[src/rtl/ctrl_vendas.sv]
// ctrl_vendas: main sequencing FSM of the vending machine.
//
// Accumulates coins as credit (units of R$0,25), checks a product selection
// against its price and requests either product release (LP) or coin return
// (DM) from the end-of-operation timer. The request is held until FIM rises,
// then the controller waits for FIM to clear before a new transaction starts.
//
// Ports:
//   clk        1 s divided clock, all logic on posedge
//   rst        synchronous active-high reset
//   M25/M50/M100  single-cycle coin pulses worth 1/2/4 units
//   SEL        product index, sampled with CONF
//   CONF       confirm purchase pulse
//   CANC       cancel / refund pulse (wins over CONF)
//   FIM        end-of-operation flag from the timer
//   LP / DM    release product / return coins, held until FIM=1
//   CRED       current credit
//   TROCO      change or refund amount
//   REJ        one-cycle pulse, coin rejected
//   NEG        one-cycle pulse, insufficient credit
//   OCUP       busy (delivering, refunding or clearing)
module ctrl_vendas #(
  parameter int unsigned W        = 8,
  parameter int unsigned PRECO_A  = 6,
  parameter int unsigned PRECO_B  = 8,
  parameter int unsigned PRECO_C  = 10,
  parameter int unsigned PRECO_D  = 12,
  parameter int unsigned MAX_CRED = 16,
  parameter int unsigned TIMEOUT  = 30
) (
  input  logic         clk,
  input  logic         rst,
  input  logic         M25,
  input  logic         M50,
  input  logic         M100,
  input  logic [1:0]   SEL,
  input  logic         CONF,
  input  logic         CANC,
  input  logic         FIM,
  output logic         LP,
  output logic         DM,
  output logic [W-1:0] CRED,
  output logic [W-1:0] TROCO,
  output logic         REJ,
  output logic         NEG,
  output logic         OCUP
);

  localparam int unsigned CntW = (TIMEOUT > 2) ? $clog2(TIMEOUT) : 1;

  typedef enum logic [2:0] {
    StIdle,
    StCredito,
    StEntrega,
    StDevolve,
    StLimpa
  } state_e;

  state_e          state_q, state_d;
  logic [W-1:0]    cred_q, cred_d;
  logic [W-1:0]    troco_q, troco_d;
  logic [CntW-1:0] cnt_q, cnt_d;
  logic            lp_q, lp_d;
  logic            dm_q, dm_d;
  logic            rej_q, rej_d;
  logic            neg_q, neg_d;
  logic            ocup_q, ocup_d;

  logic [1:0]      num_coins;
  logic            coin_any;
  logic [W:0]      coin_val;
  logic [W:0]      cred_sum;
  logic            accepting;
  logic            coin_ok;
  logic [W-1:0]    price;

  // Coin decode; one extra bit on the sum so an overflow cannot wrap past MAX_CRED.
  always_comb begin
    num_coins = {1'b0, M25} + {1'b0, M50} + {1'b0, M100};
    coin_any  = M25 | M50 | M100;
    if (M100) begin
      coin_val = (W+1)'(4);
    end else if (M50) begin
      coin_val = (W+1)'(2);
    end else begin
      coin_val = (W+1)'(1);
    end
    cred_sum  = {1'b0, cred_q} + coin_val;
    accepting = (state_q == StIdle) || (state_q == StCredito);
    coin_ok   = accepting && (num_coins == 2'd1) && !CONF && !CANC &&
                (cred_sum <= (W+1)'(MAX_CRED));
  end

  always_comb begin
    unique case (SEL)
      2'd0:    price = W'(PRECO_A);
      2'd1:    price = W'(PRECO_B);
      2'd2:    price = W'(PRECO_C);
      default: price = W'(PRECO_D);
    endcase
  end

  always_comb begin
    state_d = state_q;
    cred_d  = cred_q;
    troco_d = troco_q;
    cnt_d   = cnt_q;
    neg_d   = 1'b0;
    rej_d   = coin_any && !coin_ok;

    unique case (state_q)
      StIdle: begin
        if (coin_ok) begin
          cred_d  = cred_sum[W-1:0];
          cnt_d   = '0;
          state_d = StCredito;
        end else if (CONF && !CANC) begin
          neg_d = 1'b1;
        end
      end
      StCredito: begin
        if (CANC) begin
          troco_d = cred_q;
          cred_d  = '0;
          cnt_d   = '0;
          state_d = StDevolve;
        end else if (CONF) begin
          if (cred_q >= price) begin
            troco_d = cred_q - price;
            cred_d  = '0;
            cnt_d   = '0;
            state_d = StEntrega;
          end else begin
            neg_d = 1'b1;
          end
        end else if (coin_ok) begin
          cred_d = cred_sum[W-1:0];
          cnt_d  = '0;
        end else if (!coin_any) begin
          // Quiet cycle: refund automatically once the idle budget is used up.
          if (cnt_q == CntW'(TIMEOUT - 1)) begin
            troco_d = cred_q;
            cred_d  = '0;
            cnt_d   = '0;
            state_d = StDevolve;
          end else begin
            cnt_d = cnt_q + CntW'(1);
          end
        end
      end
      StEntrega, StDevolve: begin
        if (FIM) begin
          state_d = StLimpa;
        end
      end
      StLimpa: begin
        if (!FIM) begin
          troco_d = '0;
          state_d = StIdle;
        end
      end
      default: begin
        state_d = StIdle;
      end
    endcase

    lp_d   = (state_d == StEntrega);
    dm_d   = (state_d == StDevolve);
    ocup_d = (state_d == StEntrega) || (state_d == StDevolve) || (state_d == StLimpa);
  end

  always_ff @(posedge clk) begin
    if (rst) begin
      state_q <= StIdle;
      cred_q  <= '0;
      troco_q <= '0;
      cnt_q   <= '0;
      lp_q    <= 1'b0;
      dm_q    <= 1'b0;
      rej_q   <= 1'b0;
      neg_q   <= 1'b0;
      ocup_q  <= 1'b0;
    end else begin
      state_q <= state_d;
      cred_q  <= cred_d;
      troco_q <= troco_d;
      cnt_q   <= cnt_d;
      lp_q    <= lp_d;
      dm_q    <= dm_d;
      rej_q   <= rej_d;
      neg_q   <= neg_d;
      ocup_q  <= ocup_d;
    end
  end

  assign LP    = lp_q;
  assign DM    = dm_q;
  assign CRED  = cred_q;
  assign TROCO = troco_q;
  assign REJ   = rej_q;
  assign NEG   = neg_q;
  assign OCUP  = ocup_q;

endmodule

[config.mk]
export PLATFORM = sky130hd
export DESIGN_NAME = ctrl_vendas
export DESIGN_NICKNAME = d
export VERILOG_FILES = /design/src/rtl/ctrl_vendas.sv
export SDC_FILE = /design/constraint.sdc
export NUM_CORES = 1
export LEC_CHECK = 0
export ABC_AREA = 1
export BUFFER_PORTS_ARGS = -buffer_cell sky130_fd_sc_hd__buf_4
export CORE_UTILIZATION = 50
export DETAILED_ROUTE_END_ITERATION = 10
export PLACE_DENSITY = 0.81
export SYNTH_ARGS = -nofsm -noshare
export SYNTH_HDL_FRONTEND = slang
export SYNTH_SLANG_ARGS = --single-unit
[constraint.sdc]
create_clock -name clk -period 4.7 [get_ports clk]
set_clock_uncertainty 0.1 [all_clocks]
set_input_delay 0.705 -clock clk [delete_from_list [all_inputs] [get_ports clk]]
set_output_delay 0.705 -clock clk [all_outputs]
set_load 0.005 [all_outputs]
# Word level (Yosys, flattened, before mapping)
# Cells that the tools add are included.
dict set report totals {
  ff_bits 29
  inputBits 10
  output_inout_bits 21
  wordCells 100
}
dict set report classes {
  n_addsub 5
  n_lt_le_gt_ge 2
  eq_ne 19
  mux 43
  n_bitwise 2
  reduce_logical 20
}
# cell n
set ops {}
lappend ops {{$mux W8} 14}
lappend ops {{$mux W5} 7}
lappend ops {{$pmux W8 S2} 2}
lappend ops {{$mux W3} 10}
lappend ops {{$eq A3 B2 Y1 const B} 4}
lappend ops {{$pmux W3 S4} 1}
lappend ops {{$pmux W4 S3} 1}
lappend ops {{$pmux W5 S2} 1}
lappend ops {{$add A8 B9 Y9} 1}
lappend ops {{$le A9 B5 Y1 const B} 1}
lappend ops {{$ge A8 B8 Y1} 1}
lappend ops {{$ne A4 B3 Y1 const B} 2}
lappend ops {{$ne A4 B4 Y1 const B} 2}
lappend ops {{$sub A8 B8 Y8} 1}
lappend ops {{$eq A3 B3 Y1 const B} 2}
lappend ops {{$logic_and A1 B1 Y1} 6}
lappend ops {{$reduce_and A6 Y1} 1}
lappend ops {{$add A5 B1 Y5 const B} 1}
lappend ops {{$eq A5 B5 Y1 const B} 1}
lappend ops {{$mux W1} 5}
lappend ops {{$ne A5 B4 Y1 const B} 1}
lappend ops {{$ne A5 B5 Y1 const B} 1}
lappend ops {{$reduce_and A5 Y1} 1}
lappend ops {{$eq A2 B1 Y1 const B} 2}
lappend ops {{other kinds (15)} 22}

# Logic depth before layout (Yosys ltp)
# Gate-level depths: netlist of the first run.
dict set report depth {
  ltp_word 14
  ltp_mapped 18
  mapped_depth_nobuf 18
}

# Worst setup path before layout of the first run
# Ideal clock, no wire load.
dict set report synth_path {
  kind {in2reg}
  start {input M100}
  end {register cred_q[2] (netlist: CRED[2])}
  setup_time_ps 115
  arrival_time_ps 2544
  t_required_ps 4485
  path_slack_ps 1941
  cell_stages 15
  path_buffers 1
  cell_sequence {nor2_1 -> ha_1 -> inv_1 -> fa_1 -> o21ai_2 -> nand2_1 -> nand2_1 -> nand2_2 -> nor2_4 -> nand3_4 -> nand2_1 -> nand3_4 -> nand2_2 -> buf_6 -> o21ai_2}
}
dict set report synth_between {
  elab_chain_cells 10
  elab_cells_between_ends 19
  cone_classes {add/sub (2); order compare (1); eq/ne (4); mux (6); bitwise (1); reduce/logical (5)}
}
# element line_no
set synth_rtl {}
lappend synth_rtl {{start, declared} 35} ;# input logic M100,
lappend synth_rtl {{parallel branches: the longest is 10 deep, another holds $add A8 B9 Y9} -}
lappend synth_rtl {{end signal, assigned} 185} ;# cred_q <= cred_d;
lappend synth_rtl {{end, declared} 60} ;# logic [W-1:0] cred_q, cred_d;
# Parallel ways; which one is timed is not known. The select of a mux whose other input is x is not followed.
# A chain may end at the register's enable or synchronous reset.

# Worst setup path in the final report of the first run
dict set report layout_path {
  start {input M100}
  end {register cred_q[0] (netlist: CRED[0])}
}
# Same word-level chain as after synthesis.

==> out/results.txt, run 1 <==
Max_slew headroom: 0.596
Final Cycle Share: 0.625
Total wire length: 4320 um
Layout cells sized above 1: 0.241
Max Slew Vio Count: 0
Die area: 4230 um2
P_leak: 1.14 nW
WS Path Type: primary input to register
Most used DFF post-synth: dfxtp_1
Crit-path cells: buf_4, nor2_1, ha_1, inv_1, fa_1, o21ai_2, nand2_1, nand2_1, nand2_2, nor2_4, nand3_4, nand2_1, nand3_4, nand2_2, o21ai_0
Antenna Cells: 0
Area share of the largest cell type after synthesis: 0.292
Synth async-reset ratio: 0
Skew-Pair Late Insertion Delay: 0.28 ns
Class of the worst hold path: register to register
Setup bufs post-CTS: 0
Seq pwr share: 0.453
Minimum clock period: 2.94 ns
Crit path max fanout: 11
Via Count: 1904
Drc violations: 0
Post-CTS sizing: 0
Num CTS Buffers: 5
Yosys cell types: 33
Critical path startpoint: M100
Synth warn: 0
Internal power: 0.421 mW
Number of synthesized flops with an enable pin: 0
Number of synthesized register bits: 29
Routed wire length per instance: 11.5 um
Initial Util: 0.531
Die width: 65.1 um
Post-synthesis sequential area ratio: 0.292
Top post-synthesis cells by area: dfxtp_1 (29%), nand2_1 (12%), inv_1 (8.7%)
CTS tree: built
Syn Nets: 315
Worst Hold Launch: TROCO[3]
CP max stage delay: 0.41 ns
Comb power frac: 0.155
Flop2flop setup slack: 2.07 ns
# IOs: 31
Row count: 22
Most frequent cells in the layout: nand2_1 (66), inv_1 (46), nor2_1 (35)
Antenna-violating nets left: 0
Stages on worst setup path: 15
Final nets: 349
First-pass detailed-route iteration total: 4
Initial antenna violation count: 0
Syn Std Cell Area: 1990 um2
Clock Path Buffers: 2
Actual slew at the worst max-slew pin: 0.603 ns
Outcome: finished, final reports clean
H-tree depth: 2
DR iter-0 viols: 79
Arrival @ worst endpoint: 3.00 ns
Crit-path leading delay family: simple AND/OR/NAND/NOR gates
Inst Count DP: 368
Power per standard cell area: 243 nW/um2
Clock network power share: 0.392
Worst Hold Depth: 2
Fmax: 0.341 GHz
DIE HEIGHT: 65.1 um
Max cap viols: 0
Worst R2R End: CRED[0]
Setup crit start kind: primary input
Clk sinks: 29
# hold bufs at CTS: 0
Design area: 2350 um2
Most common cell on crit path: nand2_1
Syn Area/Cell: 6.79 um2
Aggregate global routing overflow: 0
Vias per cell: 5.06
Clock slew at reported path FFs: 0.07 ns
IO buf count: 30
Largest net degree at the start of global routing: 14
Worst setup margin: 1.76 ns
Total global-route track usage: 0.234
Buf+Inv Stages, Crit Path: 2
Switch share: 0.262
Commonest non-fill, non-tap cell in the layout: nand2_1
Final hold violation count: 0
Global-route wire length before repair: 7520 um
Power Total: 0.571 mW
Pre-CTS WS: 1.48 ns
Net switching power: 0.150 mW
Vias in the first global route: 1717
Slowest CP cell: fa_1
Final RePlAce weighted congestion: 0.896
Placed cell areas: 2250 um2
Syn-to-layout area delta: 18.3%
Final setup violation count: 0
Hpwl dp: 3460 um
Cell taking the most area after synthesis: dfxtp_1
R2R depth: 12
Peak VDD IR: 0.106 mV
Worst setup EP type: register
Core footprint: 3740 um2
Required time worst endpoint: 4.76 ns
Worst Hold Path EP: TROCO[3]
R2R Path Start: CRED[1]
Syn Inst Count: 293
Non-filler instance count after layout: 376
Unrepaired setup endpoints after global routing: no
Setup TNS: 0 ns
Root Driver: clkbuf_8
## worst register-to-register path: stages (launching register included)
cell and delay, ns:
dfxtp_1 0.46, inv_1 0.14, fa_1 0.48, o21ai_2 0.24, nand2_1 0.08, nand2_1 0.07
nand2_2 0.07, nor2_4 0.14, nand3_4 0.12, nand2_1 0.12, nand3_4 0.09, nand2_2 0.27
o21ai_0 0.12
## power groups by stage
stage | clock network [mW] | registers (mW) | logic, mW
2_1_floorplan | 0 | 0.263 | 0.0626
3_3_place_gp | 0 | 0.263 | 0.0865
3_5_place_dp | 0 | 0.264 | 0.0884
4_1_cts | 0.233 | 0.258 | 0.0887
5_1_grt | 0.243 | 0.259 | 0.101
6_report | 0.224 | 0.258 | 0.0885
## per-layer routing
layer | wire (um) | GRT usage
met4 | 75 | 0.101
met2 | 2010 | 0.371
met5 | 0 | 0
met3 | 247 | 0.0546
met1 | 1990 | 0.302
## sequential cells by signal, summed over array words and instances, names as in the netlist
signal,count
LP,1
REJ,1
DM,1
NEG,1
OCUP,1
cnt_q,5
TROCO,8
CRED,8
state_q,3
## stage by stage
stage | hold slack [ns] | utilization
6_report | 0.383 | 0.628
4_1_cts | 0.389 | 0.628
5_1_grt | 0.409 | 0.628
3_5_place_dp | 0.374 | 0.601
3_3_place_gp | 0.363 | 0.601
2_1_floorplan | 0.379 | -
## cell usage after synthesis, types with 3 or more instances
cell      number
a211oi_1       3
a21oi_1        9
dfxtp_1       29
fa_1           3
ha_1           9
inv_1         46
inv_2          6
nand2_1       66
nand2_2        8
nand3_1       19
nand4_1        4
nor2_1        35
nor2_2         8
nor2_4         3
nor3_1         4
o21ai_0       15
o21ai_2        5
## cells by family (layout without fill, tap and decap cells)
logic type                 count (synthesis)  in the layout  share of synthesized area
and+or+nand+nor                          159            159                      0.395
buffers and inverters                     57             92                      0.116
AOI/OAI and AO/OA                         36             36                      0.110
DFF                                       29             29                      0.292
adders and majority gates                 12             12                     0.0868
## worst max-delay path by stage
stage | to | slack, ns
2_1_floorplan | CRED[2] | 1.94
4_1_cts | CRED[0] | 1.78
3_3_place_gp | CRED[0] | 1.59
3_5_place_dp | CRED[0] | 1.48
6_report | CRED[0] | 1.76
5_1_grt | CRED[0] | 1.50
## final cells by class
cell class | count | area (um2)
clock buffer | 7 | 96.3
clock inverter | 1 | 5.00
fill | 355 | 1390
inverter | 54 | 206
multi-input combinational | 207 | 1180
sequential | 29 | 581
tap | 48 | 60.1
timing repair buffer | 30 | 225
No activity file was read; power rests on OpenSTA's default activity.
==> inputs of run 2 (changes only) <==
--- a/config.mk
+++ b/config.mk
@@ -9,7 +9,7 @@
 export BUFFER_PORTS_ARGS = -buffer_cell sky130_fd_sc_hd__buf_4
 export CORE_UTILIZATION = 50
 export DETAILED_ROUTE_END_ITERATION = 10
-export PLACE_DENSITY = 0.81
+export PLACE_DENSITY = 0.83
 export SYNTH_ARGS = -nofsm -noshare
 export SYNTH_HDL_FRONTEND = slang
 export SYNTH_SLANG_ARGS = --single-unit
==> constraint.sdc (replaced) <==
create_clock -name clk -period 2.4 [get_ports clk]
set_clock_uncertainty 0.1 [all_clocks]
set_input_delay 0.36 -clock clk [delete_from_list [all_inputs] [get_ports clk]]
set_output_delay 0.36 -clock clk [all_outputs]
set_load 0.005 [all_outputs]
==> run 2 against run 1 <==
Net effect: power up 130%; sequential cell count unchanged; highest routed layer unchanged; via count up 6.6%; utilization up 8.0 points; clock-buffer cell count down 2; critical path depth up 1; design area up 13%; sequential share of layout area down 2.7 points; first-iteration DRC count down 11%; largest cell class unchanged; hold slack worse by 0.15 ns; cell count up 6.4%; sequential power up 96%.
==> out/results.txt, run 2 (synthesized netlist as in run 1, its figures left out) <==
Final hold violation count: 0 (unchanged)
WS Path Type: primary input to register
Worst setup margin: 0.0526 ns (-1.71 ns)
Row count: 22 (unchanged)
Switch share: 0.239 (-0.0229)
Flop2flop setup slack: 0.06 ns (-2.01 ns)
# hold bufs at CTS: 0 (unchanged)
# IOs: 31 (unchanged)
Worst Hold Depth: 2 (unchanged)
Global-route wire length before repair: 8270 um (+9.9%)
Largest net degree at the start of global routing: 14 (unchanged)
DR iter-0 viols: 70 (-11%)
Final setup violation count: 0 (unchanged)
Total global-route track usage: 0.252 (+0.0179)
Max_slew headroom: 0.687 (+0.0908)
Die width: 65.1 um (unchanged)
Antenna Cells: 0 (unchanged)
Vias in the first global route: 1992 (+16%)
Actual slew at the worst max-slew pin: 0.468 ns (-0.135 ns)
Crit path max fanout: 5 (-6)
Vias per cell: 5.08 (+0.22%)
Routed wire length per instance: 12.5 um (+8.8%)
Max cap viols: 0 (unchanged)
Initial Util: 0.531 (unchanged)
Design area: 2650 um2 (+13%)
Clock Path Buffers: 2 (unchanged)
Hpwl dp: 3750 um (+8.6%)
Fmax: 0.426 GHz
Worst R2R End: CRED[1]
Layout cells sized above 1: 0.338 (+0.0972)
Skew-Pair Late Insertion Delay: 0.28 ns (about the same)
Final RePlAce weighted congestion: 0.925 (+3.3%)
Aggregate global routing overflow: 0 (unchanged)
Seq pwr share: 0.382 (-0.071)
Unrepaired setup endpoints after global routing: yes
Antenna-violating nets left: 0 (unchanged)
Placed cell areas: 2420 um2 (+7.7%)
Required time worst endpoint: 2.47 ns (-2.29 ns)
Power per standard cell area: 500 nW/um2 (+110%)
Peak VDD IR: 0.432 mV (+310%)
Most frequent cells in the layout: nand2_1 (61), buf_4 (51), inv_1 (44)
Syn-to-layout area delta: 33.3%
Total wire length: 5000 um (+16%)
Drc violations: 0 (unchanged)
CTS tree: built
R2R depth: 14 (+2)
Worst Hold Path EP: TROCO[5]
Setup crit start kind: primary input
Via Count: 2030 (+6.6%)
Clk sinks: 29 (unchanged)
P_leak: 1.28 nW (+12%)
Minimum clock period: 2.35 ns
Worst Hold Launch: rst
IO buf count: 30 (unchanged)
Final Cycle Share: 0.978
Arrival @ worst endpoint: 2.41 ns (-0.59 ns)
Num CTS Buffers: 5 (unchanged)
First-pass detailed-route iteration total: 4 (unchanged)
Inst Count DP: 391 (+6.3%)
Clock network power share: 0.452 (+0.060)
R2R Path Start: CRED[0]
WHS: 0.230 ns (-0.153 ns)
H-tree depth: 2 (unchanged)
Internal power: 1.01 mW (+140%)
Non-filler instance count after layout: 400 (+6.4%)
Clock slew at reported path FFs: 0.06 ns (about the same)
Initial antenna violation count: 0 (unchanged)
Commonest non-fill, non-tap cell in the layout: nand2_1
Die area: 4230 um2 (unchanged)
DIE HEIGHT: 65.1 um (unchanged)
Pre-CTS WS: -0.257 ns (-1.73 ns)
Class of the worst hold path: primary input to register
Max Slew Vio Count: 0 (unchanged)
Worst setup EP type: register
Core footprint: 3740 um2 (unchanged)
Root Driver: clkbuf_8
Power Total: 1.32 mW (+130%)
Core Util, Final: 0.708 (+0.0799)
Net switching power: 0.317 mW (+110%)
Final nets: 373 (+6.9%)
Setup TNS: 0 ns (unchanged)
Outcome: finished, final reports clean
Comb power frac: 0.166 (+0.011)
## run 2: changes by cell type in the layout (fill, tap and decap cells not counted), sizes merged
cell | previous run | this run
buf | 30 | 54
bufinv | 0 | 2
clkbuf | 7 | 5
## run 2: power groups by stage
stage	combinational (mW)	sequential, mW	clock, mW
3_3_place_gp	0.196	0.515	0
5_1_grt	0.247	0.507	0.628
2_1_floorplan	0.123	0.516	0
6_report	0.220	0.506	0.599
3_5_place_dp	0.200	0.516	0
4_1_cts	0.202	0.505	0.603
## run 2: cell type report
type                    count  area [um2]
clock inverters             3        65.1
well taps                  48        60.1
inverters                  54         211
fillers                   315        1090
clock buffers               5        68.8
repair buffers             54         417
multi-input cells         207        1250
flip-flops and latches     29         582
## run 2: per-layer routing
metal  up-vias  part of all wire  routed length, um  track usage
li1       1035                 -                  -            -
met2        63              0.50               2490        0.440
met1       923              0.43               2160        0.301
met3         9             0.052                259       0.0616
met5         -                 0                  0            0
met4         0             0.017                 85       0.0815
## run 2: what timing repair did
item	4_1_cts	5_1_grt
buffers inserted	0	1
setup endpoints to repair	0	26
gates resized for setup	0	26
## run 2: how the worst max path moves through the flow
stage / from / to / slack [ns] / cells past startpoint
final: M50 / CRED[1] / 0.05 / 16
after global placement: M100 / CRED[3] / -0.19 / 16
after global routing: M50 / cnt_q[2] / -0.07 / 17
after floorplan: M100 / CRED[2] / 0.01 / 15
after detailed placement: M100 / CRED[2] / -0.26 / 16
after CTS: M100 / cnt_q[3] / 0.02 / 16
## run 2: worst max-delay path, stage by stage
cell and delay [ns]:
buf_4 0.12, nor2_4 0.13, ha_4 0.15, inv_2 0.04
fa_2 0.39, o21ai_4 0.21, nand2_1 0.08, nand2_1 0.07
nand2_2 0.07, nor2_4 0.16, nand4_4 0.12, nand2_4 0.13
nand3_4 0.09, buf_4 0.15, nand3_2 0.05, o31ai_1 0.08
